--- config.mk ---
export PLATFORM = sky130hd
export DESIGN_NAME = q_cycle_sequencer_flat
export DESIGN_NICKNAME = d
export VERILOG_FILES = /design/src/rtl/q_cycle_sequencer_if.sv /design/src/rtl/q_cycle_sequencer.sv /design/src/flat_wrapper.sv
export SDC_FILE = /design/constraint.sdc
export NUM_CORES = 1
export LEC_CHECK = 0
export ABC_AREA = 0
export CAP_MARGIN = 20
export CORE_UTILIZATION = 42
export DETAILED_ROUTE_END_ITERATION = 6
export PLACE_DENSITY_LB_ADDON = 0.15
export SLEW_MARGIN = 10
export SYNTH_ARGS = -nofsm -noshare
export SYNTH_HDL_FRONTEND = slang
export SYNTH_SLANG_ARGS = --single-unit
--- constraint.sdc ---
create_clock -name clk -period 3 [get_ports clk]
set_input_delay 0.6 -clock clk [delete_from_list [all_inputs] [get_ports clk]]
set_output_delay 0.6 -clock clk [all_outputs]
set_load 0.02 [all_outputs]
--- src/rtl/q_cycle_sequencer_if.sv ---
// rtl/q_cycle_sequencer_if.sv - decoder/datapath signal bundle for the Q-cycle sequencer
//
// Requests (decoder side -> sequencer):
//   branch_req, sleep_req, wake, periph_wait
// Phase and strobes (sequencer -> datapath):
//   q_phase[1:0], exec_valid, rd_strobe, wr_strobe, instr_rd_en, pc_incr_en,
//   instr_flush, sleeping, bus_timeout, retired_count[15:0]
// master: the side that raises requests and consumes strobes.
// slave : the sequencer itself.

interface q_cycle_sequencer_if;
    logic        branch_req;
    logic        sleep_req;
    logic        wake;
    logic        periph_wait;
    logic [1:0]  q_phase;
    logic        exec_valid;
    logic        rd_strobe;
    logic        wr_strobe;
    logic        instr_rd_en;
    logic        pc_incr_en;
    logic        instr_flush;
    logic        sleeping;
    logic        bus_timeout;
    logic [15:0] retired_count;

    modport master (
        output branch_req, sleep_req, wake, periph_wait,
        input  q_phase, exec_valid, rd_strobe, wr_strobe, instr_rd_en,
               pc_incr_en, instr_flush, sleeping, bus_timeout, retired_count
    );

    modport slave (
        input  branch_req, sleep_req, wake, periph_wait,
        output q_phase, exec_valid, rd_strobe, wr_strobe, instr_rd_en,
               pc_incr_en, instr_flush, sleeping, bus_timeout, retired_count
    );
endinterface

--- src/rtl/q_cycle_sequencer.sv ---
// rtl/q_cycle_sequencer.sv - four-phase instruction-cycle sequencer with flush, Q2 stall and sleep
//
// Ports:
//   clk  - core clock, rising edge
//   rst  - asynchronous active-low reset
//   bus  - q_cycle_sequencer_if.slave: requests in, phase/strobes/status out
// Parameters:
//   RESET_HOLD_CLKS - idle clocks after reset before the first flush cycle (1..255)
//   WAIT_MAX        - maximum Q2 stall clocks per instruction cycle (1..255)
// All outputs decode from registered state only.

module q_cycle_sequencer #(
    parameter int RESET_HOLD_CLKS = 8,
    parameter int WAIT_MAX        = 7
) (
    input  logic                  clk,
    input  logic                  rst,
    q_cycle_sequencer_if.slave    bus
);

    localparam logic [1:0] ST_HOLD  = 2'd0;
    localparam logic [1:0] ST_RUN   = 2'd1;
    localparam logic [1:0] ST_FLUSH = 2'd2;
    localparam logic [1:0] ST_SLEEP = 2'd3;

    localparam logic [7:0] HOLD_INIT  = 8'(RESET_HOLD_CLKS);
    localparam logic [7:0] WAIT_LIMIT = 8'(WAIT_MAX);

    logic [1:0]  state;
    logic [1:0]  q;
    logic [7:0]  hold_cnt;
    logic [7:0]  wait_cnt;
    logic        br_pending;
    logic        timeout_flag;
    logic [15:0] retired;

    always_ff @(posedge clk or negedge rst) begin
        if (!rst) begin
            state        <= ST_HOLD;
            q            <= 2'd0;
            hold_cnt     <= HOLD_INIT;
            wait_cnt     <= 8'd0;
            br_pending   <= 1'b0;
            timeout_flag <= 1'b0;
            retired      <= 16'd0;
        end else begin
            case (state)
                ST_HOLD: begin
                    q <= 2'd0;
                    // Leave on the edge where the counter reaches zero.
                    if (hold_cnt <= 8'd1) begin
                        hold_cnt <= 8'd0;
                        state    <= ST_FLUSH;
                    end else begin
                        hold_cnt <= hold_cnt - 8'd1;
                    end
                end

                ST_RUN: begin
                    if (q == 2'd1 && bus.periph_wait && wait_cnt < WAIT_LIMIT) begin
                        // Stretch Q2 while the peripheral is not ready.
                        wait_cnt <= wait_cnt + 8'd1;
                    end else begin
                        wait_cnt <= 8'd0;
                        q        <= q + 2'd1;
                        // Still waiting with the budget spent: give up and flag it.
                        if (q == 2'd1 && bus.periph_wait)
                            timeout_flag <= 1'b1;
                        if (q == 2'd2)
                            br_pending <= bus.branch_req;
                        if (q == 2'd3) begin
                            retired <= retired + 16'd1;
                            if (bus.sleep_req) begin
                                // br_pending survives so the wake-up can flush.
                                state <= ST_SLEEP;
                            end else begin
                                br_pending <= 1'b0;
                                state      <= br_pending ? ST_FLUSH : ST_RUN;
                            end
                        end
                    end
                end

                ST_FLUSH: begin
                    q <= q + 2'd1;
                    if (q == 2'd3)
                        state <= ST_RUN;
                end

                ST_SLEEP: begin
                    q <= 2'd0;
                    if (bus.wake) begin
                        state      <= br_pending ? ST_FLUSH : ST_RUN;
                        br_pending <= 1'b0;
                    end
                end

                default: state <= ST_HOLD;
            endcase
        end
    end

    logic run_st;
    logic flush_st;
    assign run_st   = (state == ST_RUN);
    assign flush_st = (state == ST_FLUSH);

    assign bus.q_phase       = q;
    assign bus.exec_valid    = run_st;
    assign bus.rd_strobe     = run_st && (q == 2'd1);
    assign bus.wr_strobe     = run_st && (q == 2'd3);
    assign bus.instr_rd_en   = (run_st || flush_st) && (q == 2'd3);
    assign bus.pc_incr_en    = (run_st || flush_st) && (q == 2'd3);
    assign bus.instr_flush   = run_st && (q == 2'd3) && br_pending;
    assign bus.sleeping      = (state == ST_SLEEP);
    assign bus.bus_timeout   = timeout_flag;
    assign bus.retired_count = retired;

endmodule
--- src/flat_wrapper.sv ---
// flat-port wrapper written by rule: the top's interface ports become plain ports
module q_cycle_sequencer_flat 
#(
    parameter int RESET_HOLD_CLKS = 8,
    parameter int WAIT_MAX        = 7
)
  (clk, rst, bus_branch_req, bus_sleep_req, bus_wake, bus_periph_wait, bus_q_phase, bus_exec_valid, bus_rd_strobe, bus_wr_strobe, bus_instr_rd_en, bus_pc_incr_en, bus_instr_flush, bus_sleeping, bus_bus_timeout, bus_retired_count);
  q_cycle_sequencer_if bus_i ();
  input  logic clk;
  input  logic rst;
  input wire logic [$bits(bus_i.branch_req)-1:0] bus_branch_req;
  input wire logic [$bits(bus_i.sleep_req)-1:0] bus_sleep_req;
  input wire logic [$bits(bus_i.wake)-1:0] bus_wake;
  input wire logic [$bits(bus_i.periph_wait)-1:0] bus_periph_wait;
  output wire logic [$bits(bus_i.q_phase)-1:0] bus_q_phase;
  output wire logic [$bits(bus_i.exec_valid)-1:0] bus_exec_valid;
  output wire logic [$bits(bus_i.rd_strobe)-1:0] bus_rd_strobe;
  output wire logic [$bits(bus_i.wr_strobe)-1:0] bus_wr_strobe;
  output wire logic [$bits(bus_i.instr_rd_en)-1:0] bus_instr_rd_en;
  output wire logic [$bits(bus_i.pc_incr_en)-1:0] bus_pc_incr_en;
  output wire logic [$bits(bus_i.instr_flush)-1:0] bus_instr_flush;
  output wire logic [$bits(bus_i.sleeping)-1:0] bus_sleeping;
  output wire logic [$bits(bus_i.bus_timeout)-1:0] bus_bus_timeout;
  output wire logic [$bits(bus_i.retired_count)-1:0] bus_retired_count;
  assign bus_i.branch_req = bus_branch_req;
  assign bus_i.sleep_req = bus_sleep_req;
  assign bus_i.wake = bus_wake;
  assign bus_i.periph_wait = bus_periph_wait;
  assign bus_q_phase = bus_i.q_phase;
  assign bus_exec_valid = bus_i.exec_valid;
  assign bus_rd_strobe = bus_i.rd_strobe;
  assign bus_wr_strobe = bus_i.wr_strobe;
  assign bus_instr_rd_en = bus_i.instr_rd_en;
  assign bus_pc_incr_en = bus_i.pc_incr_en;
  assign bus_instr_flush = bus_i.instr_flush;
  assign bus_sleeping = bus_i.sleeping;
  assign bus_bus_timeout = bus_i.bus_timeout;
  assign bus_retired_count = bus_i.retired_count;
  q_cycle_sequencer #(.RESET_HOLD_CLKS(RESET_HOLD_CLKS), .WAIT_MAX(WAIT_MAX)) u_core (.clk(clk), .rst(rst), .bus(bus_i));
endmodule
== Yosys cells after proc, flatten, opt, wreduce, memory -nomap -nowiden ==
Index checks and enable logic that the tools add are counted.

* Bits in registers: 38
* Bits of input ports: 6
* Output and inout port bits: 26
* Logic and storage cells: 57

* $add $sub $neg: 4
* Magnitude comparators: 2
* Equality and inequality tests: 11
* Multiplexer cells: 18
* Bitwise gates (word level): 1
* Reductions and logical operators: 14

{| class="wikitable"
|+ Operators by type and width
! operator !! number
|-
| $add 16x1->16 const B || 1
|-
| $mux 2 || 8
|-
| $mux 8 || 2
|-
| $reduce_and 3->1 || 3
|-
| $add 8x1->8 const B || 1
|-
| $eq 2x2->1 const B || 4
|-
| $le 8x1->1 const B || 1
|-
| $lt 8x3->1 const B || 1
|-
| $ne 2x2->1 const B || 4
|-
| $pmux 2 s4 || 1
|-
| $sub 8x1->8 const B || 1
|-
| $logic_and 1x1->1 || 6
|-
| $pmux 2 s3 || 1
|-
| $mux 1 || 5
|-
| $reduce_and 5->1 || 1
|-
| $eq 2x1->1 const B || 2
|-
| $add 2x1->2 const B || 1
|-
| $logic_not 2->1 || 1
|-
| $ne 2x1->1 const B || 1
|-
| $pmux 1 s2 || 1
|-
| $reduce_bool 2->1 || 1
|-
| $reduce_or 2->1 || 1
|-
| $logic_or 1x1->1 || 1
|-
| $not 1->1 || 1
|}

== Longest topological paths before layout ==
* Word-level depth: 6
* Gate-level depth with buffers: 8
* Mapped depth without buffers: 6

== Worst setup path after synthesis ==
Ideal clock, no wire load.

* Kind: reg2out
* Start: register u_core.state[1]
* End: output port bus_instr_flush
* Data arrival time: 1.598 ns
* Required time: 2.400 ns
* Slack: 0.802 ns
* Cell stages (with the launch flop): 6
* Buffers on the path: 2
* Path through: dfrtp_1 inv_1 ha_1 clkbuf_1 clkbuf_1 and3_1

* Longest elaborated chain between the ends: 3

{| class="wikitable"
|+ Ends and longest elaborated chain
! what !! RTL line !! RTL
|-
| from (decl) || q_cycle_sequencer.sv:29 || <nowiki>logic [1:0] state;</nowiki>
|-
| from (signal assigned) || q_cycle_sequencer.sv:78 || <nowiki>state <= br_pending ? ST_FLUSH : ST_RUN;</nowiki>
|-
| from (signal assigned) || q_cycle_sequencer.sv:93 || <nowiki>state <= br_pending ? ST_FLUSH : ST_RUN;</nowiki>
|-
| $eq 2x1->1 || q_cycle_sequencer.sv:105 || <nowiki>assign run_st = (state == ST_RUN);</nowiki>
|-
| named net bus_exec_valid || flat_wrapper.sv:16 || <nowiki>output wire logic [$bits(bus_i.exec_valid)-1:0] bus_exec_valid;</nowiki>
|-
| $logic_and 1x1->1 (2 in a row) || q_cycle_sequencer.sv:114 || <nowiki>assign bus.instr_flush = run_st && (q == 2'd3) && br_pending;</nowiki>
|-
| to (decl) || flat_wrapper.sv:21 || <nowiki>output wire logic [$bits(bus_i.instr_flush)-1:0] bus_instr_flush;</nowiki>
|}

The timed path passes the listed nets, and every way through them passes these cells.

== Final worst setup path ==
* Start: register u_core.state[1]
* End: output port bus_instr_flush

* Longest elaborated chain between the ends: 3

{| class="wikitable"
|+ Ends and longest elaborated chain
! what !! RTL line
|-
| $eq 2x1->1 || q_cycle_sequencer.sv:105
|-
| $logic_and 1x1->1 (2 in a row) || q_cycle_sequencer.sv:114
|}

No other way between the ends.

==> summary.md <==
| Metric | Value |
|---|---|
| Highest-count cells in the layout ignoring fill and taps | sky130_fd_sc_hd__dfrtp_1 (37), sky130_fd_sc_hd__clkdlybuf4s50_1 (30), sky130_fd_sc_hd__nand2_1 (18), sky130_fd_sc_hd__inv_1 (15), sky130_fd_sc_hd__nor2_1 (13) |
| Fraction of layout instances using a drive strength above 1 | 8.219% |
| Dominant register cell in the synthesized netlist | sky130_fd_sc_hd__dfrtp_1 |
| First-pass GRT wire length | 6589 µm |
| Overall global routing resource usage | 17.30% |
| Via count of the first global-routing pass | 1447 |
| Largest incremental delay on the critical path | 0.60 ns |
| Async set-reset flop share out of synthesis | 100.0% |
| DIE HEIGHT | 69.12 µm |
| Slack of the critical path | 0.1313 ns |
| Largest net degree at the start of global routing | 39 |
| Final Net Count | 236 |
| Setup repair after global routing missed its margin | no |
| Number of DRC violations after detailed-routing iteration 0 | 88 |
| Cell variety after synth | 36 |
| Port-buffer cells | 31 |
| Pins over their slew limit | 0 |
| Post-detailed-route DRC marker count | 0 |
| Core footprint | 4354 µm² |
| Sort of element at the start of the critical path | flip-flop |
| Min-delay worst type | primary input to asynchronous set/reset pin |
| TritonCTS clock tree | yes |
| Number of buffers added to fix hold violations after cts | 0 |
| Number of synthesized flops with an enable pin | 0 |
| Top Ports | 32 |
| Post-placement cell count | 263 |
| Placer congestion estimate | 0.8002 |
| MaxCap Viol Count | 0 |
| Slowest stage cell on the critical path | sky130_fd_sc_hd__ha_1 |
| CP bufs+invs | 2 |
| Seq/Total Area, Yosys | 50.33% |
| Fraction of the cycle the final worst path needs | 95.62% |
| Clock skew after layout | 0.007345 ns |
| Antenna violations before repair | 0 |
| Layout Cells excl Fill | 271 |
| Total power of the final layout | 1.961 mW |
| Cell Chain, Critical Path | inv_1, ha_1, and3_1, clkdlybuf4s50_1 |
| Setup Slack @ Placement | 0.4807 ns |
| CP max FO | 20 |
| Sum of net half-perimeters after detailed placement | 2599 µm |
| Total number of clock tree sinks | 38 |
| Antenna Cells | 0 |
| Cts bufs inserted | 5 |
| Clock input transition at the sequential cells of the worst setup and hold paths | 0.08 ns |
| Final total negative setup slack | 0 ns |
| Most common cell after layout, fill and taps aside | sky130_fd_sc_hd__dfrtp_1 |
| CTS resizes | 0 |
| Drt via density | 5.140 |
| Die area | 4777 µm² |
| Crit path capture type | output pin |
| Yosys warning total | 0 |
| Root Buffer | sky130_fd_sc_hd__clkbuf_8 |
| Arrival @ worst endpoint | 2.27 ns |
| Max Clock Freq | 348.6 MHz |
| Peak VDD IR | 0.3603 mV |
| End-of-flow core utilization | 54.97% |
| Setup violation total in the final timing report | 0 |
| Total gr overflow | 0 |
| Required @ worst endpoint | 2.40 ns |
| Final ANT Viol Nets | 0 |
| Finished layout cell area | 2394 µm² |
| Number of optimization iterations in the first detailed-route pass | 4 |
| Number of hold violations in the final report | 0 |
| Source-to-sink clock delay at the later pin of the worst-skew pair | 0.29 ns |
| Die Wd | 69.12 µm |
| Minimum clock period | 2.869 ns |
| Synthesis-to-finish area growth | 26.52% |
| Fill cells | 374 |
| PD cells | 819.4 nW/µm² |
| Result of the run | complete, no violations |
| # Post-CTS Setup Buffers | 0 |
| Row cnt | 24 |
| Post-Syn Area | 1892 µm² |
| Number of standard cells after synthesis | 183 |
| H-Tree Level Count | 2 |
| Number of buffers on the longest clock path | 2 |
| Start-to-end type of the worst setup path | flip-flop to output pin |
| Detail-routed net length per standard cell | 13.71 µm |
| Dominant delay contributor by cell family on the critical path | buffers and inverters |
| Placed standard-cell area | 2251 µm² |
| Rel. slew slack | 43.54% |
| Initial core utilization | 43.45% |
| Nets in the synthesized netlist | 201 |
| Slew @ Worst Pin | 0.8468 ns |
| Overall via count from detail_route | 1393 |
| Overall routed net length | 3716 µm |
| Number of storage elements in the synthesis netlist | 38 |
| Post-synthesis average cell area | 10.34 µm² |
| Static Leakage | 1.078 nW |
| Worst hold slack | 0.4128 ns |
==> power breakdown <==
group          internal [mW]  leakage (nW)  switching, mW
clock                  0.355        0.0714          0.184
combinational          0.316         0.503          0.373
sequential             0.621         0.504          0.113
total                   1.29          1.08          0.670
==> final cells by class <==
cell class / instances / area [µm²] / share of cell area (%)
well taps: 52 / 65.06 / 2.718
inverters: 15 / 56.30 / 2.352
repair buffers: 32 / 312.8 / 13.07
clock buffers: 6 / 82.58 / 3.450
clock inverters: 2 / 60.06 / 2.509
flip-flops and latches: 38 / 952.2 / 39.78
multi-input cells: 126 / 864.6 / 36.12
==> final timing paths <==
path | startpoint | endpoint | slack (ns) | cells after the start
max in group asynchronous | rst | u_core.bus.bus_timeout | 2.06 | 1
hold / removal | rst | u_core.bus.retired_count[3] | 0.41 | 1
setup reg to reg | u_core.state[1] | u_core.bus.retired_count[12] | 0.61 | 6
setup / recovery | u_core.state[1] | bus_instr_flush | 0.13 | 4
min in group clk | u_core.bus.retired_count[15] | u_core.bus.retired_count[15] | 0.47 | 1
hold reg to reg | u_core.bus.retired_count[15] | u_core.bus.retired_count[15] | 0.47 | 1
==> per-layer routing <==
metal	part of all wire (%)	up-vias	track usage [%]	routed length (µm)
met5	0	-	0	0
met3	4.3	5	5.117	159
met1	49	669	21.83	1810
met2	46	29	27.94	1693
met4	1.4	0	6.576	53
li1	-	690	-	-
==> cell usage after synthesis (3+ instances only) <==
cell type / instances / area (µm²)
sky130_fd_sc_hd__a21oi_1: 4 / 20.02
sky130_fd_sc_hd__and2_1: 3 / 18.77
sky130_fd_sc_hd__clkbuf_1: 3 / 11.26
sky130_fd_sc_hd__dfrtp_1: 37 / 925.9
sky130_fd_sc_hd__ha_1: 12 / 150.1
sky130_fd_sc_hd__inv_1: 15 / 56.30
sky130_fd_sc_hd__mux2_2: 3 / 33.78
sky130_fd_sc_hd__mux2i_1: 3 / 30.03
sky130_fd_sc_hd__nand2_1: 18 / 67.56
sky130_fd_sc_hd__nand3_1: 5 / 25.02
sky130_fd_sc_hd__nand4_1: 4 / 25.02
sky130_fd_sc_hd__nor2_1: 13 / 48.80
sky130_fd_sc_hd__nor2b_1: 5 / 31.28
sky130_fd_sc_hd__o21ai_0: 9 / 45.04
sky130_fd_sc_hd__o22ai_1: 3 / 18.77
sky130_fd_sc_hd__or2_2: 3 / 18.77
sky130_fd_sc_hd__or3_1: 4 / 25.02
sky130_fd_sc_hd__or4_1: 3 / 22.52
sky130_fd_sc_hd__xnor2_1: 11 / 96.34
sky130_fd_sc_hd__xor2_1: 5 / 43.79
==> logic make-up (layout without fill, tap and decap cells) <==
| kind of cell | after synthesis | after routing | share of synthesized area [%] |
|---|---|---|---|
| AO/OA/AOI/OAI | 24 | 24 | 8.069 |
| XOR/XNOR | 16 | 16 | 7.407 |
| adder cells (fa/ha/maj) | 12 | 12 | 7.936 |
| buffers and inverters | 19 | 55 | 3.968 |
| flip-flops | 38 | 38 | 50.33 |
| multiplexers | 6 | 6 | 3.373 |
| AND/OR/NAND/NOR | 68 | 68 | 18.91 |
==> flip-flops by register name (all words and copies together) (netlist names) <==
| register | cells |
|---|---|
| u_core.wait_cnt | 8 |
| u_core.bus.retired_count | 16 |
| u_core.state | 2 |
| u_core.bus.q_phase | 2 |
| u_core.bus.bus_timeout | 1 |
| u_core.hold_cnt | 8 |
| u_core.br_pending | 1 |
==> worst register-to-register path, delay by kind of cell (launching register included) <==
kind,cells,cell delay (ns)
and+or+nand+nor,3,1.05
buffers and inverters,1,0.11
xor gates and xnor gates,1,0.16
DFF,1,0.41
adders and majority gates,1,0.60
Power figures use the tool's default switching activity.
